**src/rtl/fbu_pkg.sv**
```systemverilog
`default_nettype none
// ============================================================================
//  Module      : fbu_pkg
//  Description : Opcodes and instruction field positions for the fetch /
//                branch-resolution front end.
//  Revision    : 1.0 - initial release
// ============================================================================
package fbu_pkg;

    localparam logic [5:0] OP_J    = 6'h02;
    localparam logic [5:0] OP_JAL  = 6'h03;
    localparam logic [5:0] OP_BEQ  = 6'h04;
    localparam logic [5:0] OP_BNE  = 6'h05;
    localparam logic [5:0] OP_BLEZ = 6'h06;
    localparam logic [5:0] OP_BGTZ = 6'h07;

    localparam int OPC_HI   = 31;
    localparam int OPC_LO   = 26;
    localparam int RS_HI    = 25;
    localparam int RS_LO    = 21;
    localparam int RT_HI    = 20;
    localparam int RT_LO    = 16;
    localparam int IMM16_HI = 15;
    localparam int IMM26_HI = 25;

    function automatic logic is_jump(input logic [5:0] opcode);
        return (opcode == OP_J) || (opcode == OP_JAL);
    endfunction

endpackage
`default_nettype wire

```
**src/rtl/branch_resolve.sv**
```systemverilog
`default_nettype none
// ============================================================================
//  Module      : branch_resolve
//  Description : Combinational branch/jump condition and target computation.
//  Revision    : 1.0 - initial release
// ============================================================================
module branch_resolve
    import fbu_pkg::*;
#(
    parameter int ADDR_W = 32
) (
    input  logic [5:0]        opcode,
    input  logic [31:0]       rs_data,
    input  logic [31:0]       rt_data,
    input  logic [ADDR_W-1:0] id_pc,
    input  logic [15:0]       imm16,
    input  logic [25:0]       imm26,
    output logic              taken,
    output logic [ADDR_W-1:0] target
);

    logic [ADDR_W-1:0] w_pc_plus1;
    logic [31:0]       w_imm_ext;
    logic [ADDR_W-1:0] w_branch_target;
    logic [ADDR_W-1:0] w_jump_target;

    assign w_pc_plus1      = id_pc + ADDR_W'(1);
    assign w_imm_ext       = {{16{imm16[15]}}, imm16};
    assign w_branch_target = w_pc_plus1 + w_imm_ext[ADDR_W-1:0];

    // Narrow address spaces take the jump field directly; wide ones keep the upper PC bits.
    generate
        if (ADDR_W > 26) begin : g_jump_wide
            assign w_jump_target = {w_pc_plus1[ADDR_W-1:26], imm26};
        end else begin : g_jump_narrow
            assign w_jump_target = imm26[ADDR_W-1:0];
        end
    endgenerate

    always_comb begin
        taken = 1'b0;
        case (opcode)
            OP_J, OP_JAL: taken = 1'b1;
            OP_BEQ:       taken = (rs_data == rt_data);
            OP_BNE:       taken = (rs_data != rt_data);
            OP_BLEZ:      taken = ($signed(rs_data) <= 32'sd0);
            OP_BGTZ:      taken = ($signed(rs_data) > 32'sd0);
            default:      taken = 1'b0;
        endcase
    end

    assign target = is_jump(opcode) ? w_jump_target : w_branch_target;

endmodule
`default_nettype wire

```
**src/rtl/fetch_branch_unit.sv**
```systemverilog
`default_nettype none
// ============================================================================
//  Module      : fetch_branch_unit
//  Description : PC, instruction fetch, one decode stage and decode-time
//                branch/jump resolution with optional delay slot.
//  Revision    : 1.0 - initial release
// ============================================================================
module fetch_branch_unit
    import fbu_pkg::*;
#(
    parameter int          ADDR_W        = 32,
    parameter logic [ADDR_W-1:0] RESET_PC = '0,
    parameter int          BR_DELAY_SLOT = 0,
    parameter int          CNT_W         = 16
) (
    input  logic              clk,
    input  logic              reset,
    input  logic              stall,
    output logic [ADDR_W-1:0] imem_addr,
    input  logic [31:0]       imem_rdata,
    output logic [4:0]        rs_addr,
    output logic [4:0]        rt_addr,
    input  logic [31:0]       rs_data,
    input  logic [31:0]       rt_data,
    output logic              id_valid,
    output logic [31:0]       id_instr,
    output logic [ADDR_W-1:0] id_pc,
    output logic              redirect,
    output logic [ADDR_W-1:0] redirect_target,
    output logic [CNT_W-1:0]  taken_count
);

    logic [ADDR_W-1:0] r_pc;
    logic              r_id_valid;
    logic [31:0]       r_id_instr;
    logic [ADDR_W-1:0] r_id_pc;
    logic [CNT_W-1:0]  r_taken_count;

    logic              w_cond;
    logic              w_taken;
    logic [ADDR_W-1:0] w_target;

    branch_resolve #(
        .ADDR_W (ADDR_W)
    ) u_branch_resolve (
        .opcode  (r_id_instr[OPC_HI:OPC_LO]),
        .rs_data (rs_data),
        .rt_data (rt_data),
        .id_pc   (r_id_pc),
        .imm16   (r_id_instr[IMM16_HI:0]),
        .imm26   (r_id_instr[IMM26_HI:0]),
        .taken   (w_cond),
        .target  (w_target)
    );

    assign w_taken = r_id_valid & w_cond;

    always_ff @(posedge clk) begin
        if (reset) begin
            r_pc          <= RESET_PC;
            r_id_valid    <= 1'b0;
            r_id_instr    <= '0;
            r_id_pc       <= '0;
            r_taken_count <= '0;
        end else if (!stall) begin
            r_id_instr <= imem_rdata;
            r_id_pc    <= r_pc;
            if (w_taken) begin
                r_pc       <= w_target;
                // The wrong-path fetch is kept only when the ISA defines a delay slot.
                r_id_valid <= (BR_DELAY_SLOT != 0);
                if (r_taken_count != {CNT_W{1'b1}}) begin
                    r_taken_count <= r_taken_count + CNT_W'(1);
                end
            end else begin
                r_pc       <= r_pc + ADDR_W'(1);
                r_id_valid <= 1'b1;
            end
        end
    end

    assign imem_addr       = r_pc;
    assign rs_addr         = r_id_instr[RS_HI:RS_LO];
    assign rt_addr         = r_id_instr[RT_HI:RT_LO];
    assign id_valid        = r_id_valid;
    assign id_instr        = r_id_instr;
    assign id_pc           = r_id_pc;
    assign redirect        = w_taken & ~stall;
    assign redirect_target = w_target;
    assign taken_count     = r_taken_count;

endmodule
`default_nettype wire

```
**config.mk**
```make
export PLATFORM = sky130hd
export DESIGN_NAME = fetch_branch_unit
export DESIGN_NICKNAME = d
export VERILOG_FILES = /design/src/rtl/fbu_pkg.sv /design/src/rtl/branch_resolve.sv /design/src/rtl/fetch_branch_unit.sv
export SDC_FILE = /design/constraint.sdc
export NUM_CORES = 1
export LEC_CHECK = 0
export BUFFER_PORTS_ARGS = -buffer_cell sky130_fd_sc_hd__buf_2
export CAP_MARGIN = 20
export CORE_MARGIN = 2
export CORE_UTILIZATION = 35
export CTS_BUF_LIST = sky130_fd_sc_hd__clkbuf_4 sky130_fd_sc_hd__clkbuf_8
export DETAILED_ROUTE_END_ITERATION = 8
export PLACE_DENSITY = 0.56
export SYNTH_ARGS = -nofsm -noshare
export SYNTH_HDL_FRONTEND = slang
export SYNTH_SLANG_ARGS = --single-unit
export TNS_END_PERCENT = 1
```
**constraint.sdc**
```tcl
create_clock -name clk -period 6.71 [get_ports clk]
set_clock_uncertainty 0.2 [all_clocks]
set_input_delay 1.342 -clock clk [delete_from_list [all_inputs] [get_ports clk]]
set_output_delay 1.342 -clock clk [all_outputs]
set_load 0.02 [all_outputs]
```
==> results.md, run 1 <==
* Setup violators final at 0
* Initial antenna violation count at 1
* Most frequent cells in the layout: 252 x buf_2, 148 x nor2_1, 113 x dfxtp_1
* Fin. Hold Viols at 0
* Iteration-0 DRC count of the detailed router at ~450
* Yosys reg bits at 113
* Post-DP HPWL at 20590 um
* Post-Place Cells at roughly 1500
* CTS buffer count at 17
* Chip Height at about 150 um
* F_max at 160.3 MHz
* Area leader, netlist: dfxtp_1
* Status: completed
* Largest net degree at the start of global routing at 74
* Post-Route Utilization at approximately 44%
* Num rows at 55
* P per Cell Area at ~180 nW/um^2
* Die area at roughly 24000 um^2
* Max_slew headroom at between 40% and 50%
* CTS HTree Levels at 4
* # IOs at ~260
* Max_cap viols at 0
* Critical path launch point type: flop
* Syn nets at 1113
* Number of synthesized flops with an enable pin at 0
* Final Wtd Congestion at approximately 0.9
* Hold buffer count at CTS at 0
* Detail Route Antenna Nets at 0
* Vias per cell at between 5 and 6
* Slew @ Worst Pin at ~0.81 ns
* Post-synth top flop: dfxtp_1
* Asr flop ratio synth at 0%
* Peak VDD IR at between 0.0001 and 0.00015 V
* Fin crit period at 6.240 ns
* DRC at 0
* Post-synthesis sequential area ratio at roughly 29%
* Nets@finish at about 1300
* Worst Setup End Kind: primary output
* Setup Crit Path Kind: reg2out
* TritonCTS clock tree: done
* Root Driver: clkbuf_8
* Distinct cells, synth at just under 70
* Area Growth Syn to Fin at 23.28%
* Pins over their slew limit at 0
* Sum of negative setup slack at 0 ns
* Post-Layout Cell Count at 1496
* Number of global-route vias before repair at 7361
* Core ar. at 22430 um^2
* Tot GR Track Use at around 22%
* Hold Path Class: reg2reg
* R2R cell count at 16
* Gr ovfl total at 0
* Post-CTS Setup Bufs at 0
* Fraction of the cycle the final worst path needs at between 90% and 100%
* Fraction of layout cells with a size suffix above 1 at between 20% and 30%
* Synth area leaders: dfxtp_1 29%, xnor2_1 9.6%, mux2i_1 8.8%
* Hold Path Stages at 2
* Port Buf Inserts at between 200 and 300
* Die Span X at 154.5 um
* First-pass GRT wire length at slightly above 40000 um
* Clock transition at the registers of the reported paths at 0.08 ns
* Starting Density at about a third
* Total number of vias at ~7800
* WL per Instance at about 18 um
* Max FO, Critical Path at 6
* Mean post-synth cell area at roughly 8.1 um^2
* Worst-skew pair later-pin latency at 0.45 ns
* Final WL at ~27000 um
* First-pass DRT Iterations at 5
* RSZ-0062 raised after global routing: false
* Post-CTS sizing at 0
* Top cell type's share of synthesized area at approximately 29%
* Pleak at 4.700 nW
* Synth warnings at 0
* Mapped Area at between 7000 and 8000 um^2
* Clk buf depth at 2
* Cells after synthesis at 974
* Critical Path RT at 5.17 ns
* # clock sinks at between 100 and 150
* Smallest hold slack at ~0.33 ns
* Worst Path Arrival at approximately 4.7 ns
* Most common cell after layout, fill and taps aside: buf_2
## per-layer routing
metal,global-route usage (%),wire [um],vias to the layer above
li1,-,-,3893
met1,28.65,11950,3528
met2,36.35,12160,299
met3,4.539,1618,46
met4,8.774,924,0
met5,0,0,-
## stage by stage
stage	cell area, um^2	setup slack, ns	total power [mW]
finish	9767	0.4701	1.745
global route	9767	0.1227	1.828
CTS	9764	0.5336	1.766
detailed placement	9330	1.043	1.035
global placement	9330	1.156	1.035
floorplan	7923	1.544	0.9165
## worst paths after layout
| kind | slack, ns | end | startpoint |
|---|---|---|---|
| setup / recovery | 0.47 | redirect_target[31] | id_pc[2] |
| hold reg to reg | 0.33 | id_valid | id_valid |
| setup reg to reg | 2.23 | imem_addr[31] | id_pc[2] |
| hold / removal | 0.33 | id_valid | id_valid |
## Yosys cell counts, types with 7 or more instances
cell and n:
nor2_1 148, dfxtp_1 113, xnor2_1 87, nand2_1 76
mux2i_1 70, xor2_1 45, a21oi_1 40, ha_1 39
nand3_1 38, nand4_1 31, clkbuf_1 29, a21o_1 25
o21ai_0 24, a211oi_1 21, and3_1 16, nor3_1 16
inv_1 15, nor4_1 13, buf_2 10, buf_4 10
o21ai_1 8, a31oi_1 7, nand2b_1 7, o21a_1 7
## flip-flops by register name, summed over array words and instances, names as in the netlist
| signal | count |
|---|---|
| imem_addr | 32 |
| id_valid | 1 |
| id_instr | 32 |
| id_pc | 32 |
| taken_count | 16 |
## kinds of logic (layout without fill, tap and decap cells)
logic type / count (synthesis) / count (layout) / synth area share (%)
and+or+nand+nor: 378 / 378 / 22.82
AOI/OAI and AO/OA: 169 / 169 / 14.55
xor gates and xnor gates: 132 / 132 / 14.59
DFF: 113 / 113 / 28.55
buffers and inverters: 72 / 308 / 4.232
muxes: 70 / 70 / 8.844
adders and majority gates: 40 / 40 / 6.412
other: 0 / 1 / 0
## worst max-delay path, stage by stage (launching register included)
cell     delay [ns]
dfxtp_1        0.42
and3_1         0.25
nand4_1        0.33
nor3_4         0.37
nand2_1        0.18
nor2_1         0.16
xnor2_1        0.16
ha_1           0.32
a21o_1         0.23
a21oi_1        0.18
inv_1          0.08
o41ai_1        0.44
o41ai_1        0.20
nand3_1        0.11
nor3b_1        0.41
xnor2_1        0.21
buf_2          0.20
## cell type report
type,instances,area (um^2)
multi-input combinational,789,5326
sequential,113,2262
fill,2330,12670
clock buffer,19,261.5
inverter,15,56.30
antenna,1,2.502
timing repair buffer,261,1329
clock inverter,13,172.7
tap,285,356.6
## where the power goes
group	internal, mW	leakage [nW]	switching, mW
sequential	0.689	0.918	0.0256
clock	0.394	0.218	0.332
combinational	0.115	3.56	0.190
(Power assumes the default switching activity.)
==> run 2: changes to the inputs <==
--- a/config.mk
+++ b/config.mk
@@ -7,11 +7,12 @@
 export LEC_CHECK = 0
 export BUFFER_PORTS_ARGS = -buffer_cell sky130_fd_sc_hd__buf_2
 export CAP_MARGIN = 20
+export CORE_ASPECT_RATIO = 1.75
 export CORE_MARGIN = 2
 export CORE_UTILIZATION = 35
 export CTS_BUF_LIST = sky130_fd_sc_hd__clkbuf_4 sky130_fd_sc_hd__clkbuf_8
 export DETAILED_ROUTE_END_ITERATION = 8
-export PLACE_DENSITY = 0.56
+export PLACE_DENSITY = 0.58
 export SYNTH_ARGS = -nofsm -noshare
 export SYNTH_HDL_FRONTEND = slang
 export SYNTH_SLANG_ARGS = --single-unit
==> constraint.sdc (replaced) <==
create_clock -name clk -period 5.4 [get_ports clk]
set_clock_uncertainty 0.2 [all_clocks]
set_input_delay 1.08 -clock clk [delete_from_list [all_inputs] [get_ports clk]]
set_output_delay 1.08 -clock clk [all_outputs]
set_load 0.01 [all_outputs]
==> run 2 against run 1 <==
- combinational power grew 18%
- clock power is 28% higher
- first-iteration DRC count down 29%
- die area is 0.20% higher
- routed wire length up 2.2%
- utilization grew 3.8 points
- clock-buffer cell count grew 1
- critical path depth did not move
- final cell count up 3.1%
- highest routed layer unchanged
==> results.md, run 2 (synthesis gave the netlist of run 1 again) <==
* Most common cell after layout, fill and taps aside: buf_2 (unchanged)
* Max FO, Critical Path at 6 (unchanged)
* Fraction of the cycle the final worst path needs at between 90% and 100%
* N_diodes at 0 (was 1)
* Die Span X at 117.7 um (was 154.5 um)
* Worst-skew pair later-pin latency at 0.46 ns (was 0.45 ns)
* DRC at 0 (unchanged)
* Slew @ Worst Pin at 1.145 ns (was 0.8095 ns)
* Critical path launch point type: flop (unchanged)
* P per Cell Area at 207.4 nW/um^2 (was 178.6 nW/um^2)
* First-pass DRT Iterations at 5 (unchanged)
* Tot Pwr at 2.177 mW (was 1.745 mW)
* CTS HTree Levels at 4 (unchanged)
* Vias per cell at 5.245 (was 5.191)
* Max_cap viols at 0 (unchanged)
* # IOs at 255 (unchanged)
* Port Buf Inserts at 254 (unchanged)
* Core ar. at 22160 um^2 (was 22430 um^2)
* Fraction of layout cells with a size suffix above 1 at 32.50% (was 25.37%)
* Nets@finish at 1372 (was 1336)
* # clock sinks at 113 (unchanged)
* RSZ-0062 raised after global routing: true (was false)
* Chip Height at 203.0 um (was 154.5 um)
* Detail Route Antenna Nets at 0 (unchanged)
* CTS buffer count at 17 (unchanged)
* F_max at between 150 and 200 MHz
* Gr ovfl total at 0 (unchanged)
* # fillers at 2265 (was 2330)
* TritonCTS clock tree: done (unchanged)
* Final Wtd Congestion at 0.9047 (was 0.8950)
* Tot GR Track Use at 21.68% (was 22.19%)
* Worst Setup End Kind: primary output (unchanged)
* Fin. Hold Viols at 0 (unchanged)
* Fin crit period at 5.320 ns
* WL per Instance at 17.66 um (was 17.81 um)
* Largest net degree at the start of global routing at 77 (was 74)
* First-pass GRT wire length at 41100 um (was 41140 um)
* Most frequent cells in the layout: 251 x buf_2, 145 x nor2_1, 105 x dfxtp_1 (was 252 x buf_2, 148 x nor2_1, 113 x dfxtp_1)
* Clock transition at the registers of the reported paths at 0.08 ns (about the same)
* Iteration-0 DRC count of the detailed router at 323 (was 454)
* Setup violators final at 0 (unchanged)
* Clk buf depth at 2 (unchanged)
* Peak VDD IR at 0.0001606 V (was 0.0001154 V)
* Critical Path RT at 4.12 ns (was 5.17 ns)
* Hold buffer count at CTS at 0 (unchanged)
* Pins over their slew limit at 0 (unchanged)
* Num rows at 72 (was 55)
* Pleak at 4.970 nW (was 4.700 nW)
* Max_slew headroom at 23.57% (was 46.04%)
* Area Growth Syn to Fin at 32.53% (was 23.28%)
* Status: completed (unchanged)
* Sum of negative setup slack at 0 ns (unchanged)
* Worst Path Arrival at 4.04 ns (was 4.70 ns)
* Initial antenna violation count at 0 (was 1)
* Hold Path Class: reg2reg (unchanged)
* Number of global-route vias before repair at 7905 (was 7361)
* Total number of vias at 8088 (was 7766)
* Die area at 23900 um^2 (was 23850 um^2)
* Final WL at 27230 um (was 26650 um)
* Setup Crit Path Kind: reg2out (unchanged)
* Post-DP HPWL at 20550 um (was 20590 um)
* Root Driver: clkbuf_8 (unchanged)
* Starting Density at 35.75% (was 35.32%)
==> run 2: worst paths after layout <==
| kind | cells past startpoint | endpoint | startpoint | slack [ns] |
|---|---|---|---|---|
| worst min-delay path | 2 | id_pc[4] | id_pc[4] | 0.33 |
| worst max register to register | 15 | imem_addr[29] | id_pc[4] | 1.48 |
| worst max-delay path | 16 | redirect_target[29] | id_pc[4] | 0.08 |
| worst min register to register | 2 | id_pc[4] | id_pc[4] | 0.33 |
==> run 2: power by group <==
part | internal [mW] | switching, mW
Combinational | 0.159 | 0.200
Sequential | 0.855 | 0.0358
Clock | 0.540 | 0.386
Total | 1.56 | 0.622
==> run 2: repair_timing <==
action | in CTS | in global routing
buffers inserted | 5 | 18
pin swaps | 6 | 38
resized for setup | 12 | 73
endpoints found under the setup margin | 9 | 12
gates cloned | 0 | 0
==> run 2: critical path: stages (launching register included) <==
cell	delay, ns
dfxtp_2	0.35
and3_4	0.21
nand4_1	0.23
nor3_4	0.32
buf_6	0.15
nand3_1	0.12
xnor2_2	0.24
ha_4	0.26
a21o_1	0.18
a21o_1	0.16
a22o_1	0.20
a311o_2	0.39
o31ai_4	0.29
xnor2_2	0.15
nand2_1	0.10
nand2_1	0.10
buf_2	0.13
==> run 2: cell type report <==
class | count | area [um^2] | share of cell area, %
Tap cell | 296 | 370.4 | 3.527
Inverter | 15 | 56.30 | 0.5362
Multi-Input combinational cell | 789 | 5703 | 54.31
Sequential cell | 113 | 2277 | 21.69
Timing Repair Buffer | 297 | 1637 | 15.59
Clock inverter | 12 | 181.4 | 1.728
Clock buffer | 20 | 275.3 | 2.622
==> run 2: per-layer routing <==
metal  share of wire, %  GRT usage (%)
met1                 37          21.39
met4                2.9          9.639
met3                4.8          4.017
met5                  0              0
met2                 55          43.06
==> run 2: stage by stage <==
stage               setup slack (ns)  utilization (%)  std cells  cell area (um^2)  hold slack, ns
finish                       0.07963            47.38       1542             10500          0.3290
global placement              0.2768            42.60       1487              9442          0.3023
CTS                          0.02460            45.17       1525             10010          0.3292
global route                 -0.1107            47.38       1542             10500          0.3486
floorplan                     0.6640                -        974              7923          0.3299
detailed placement            0.2434            42.73       1488              9469          0.3138
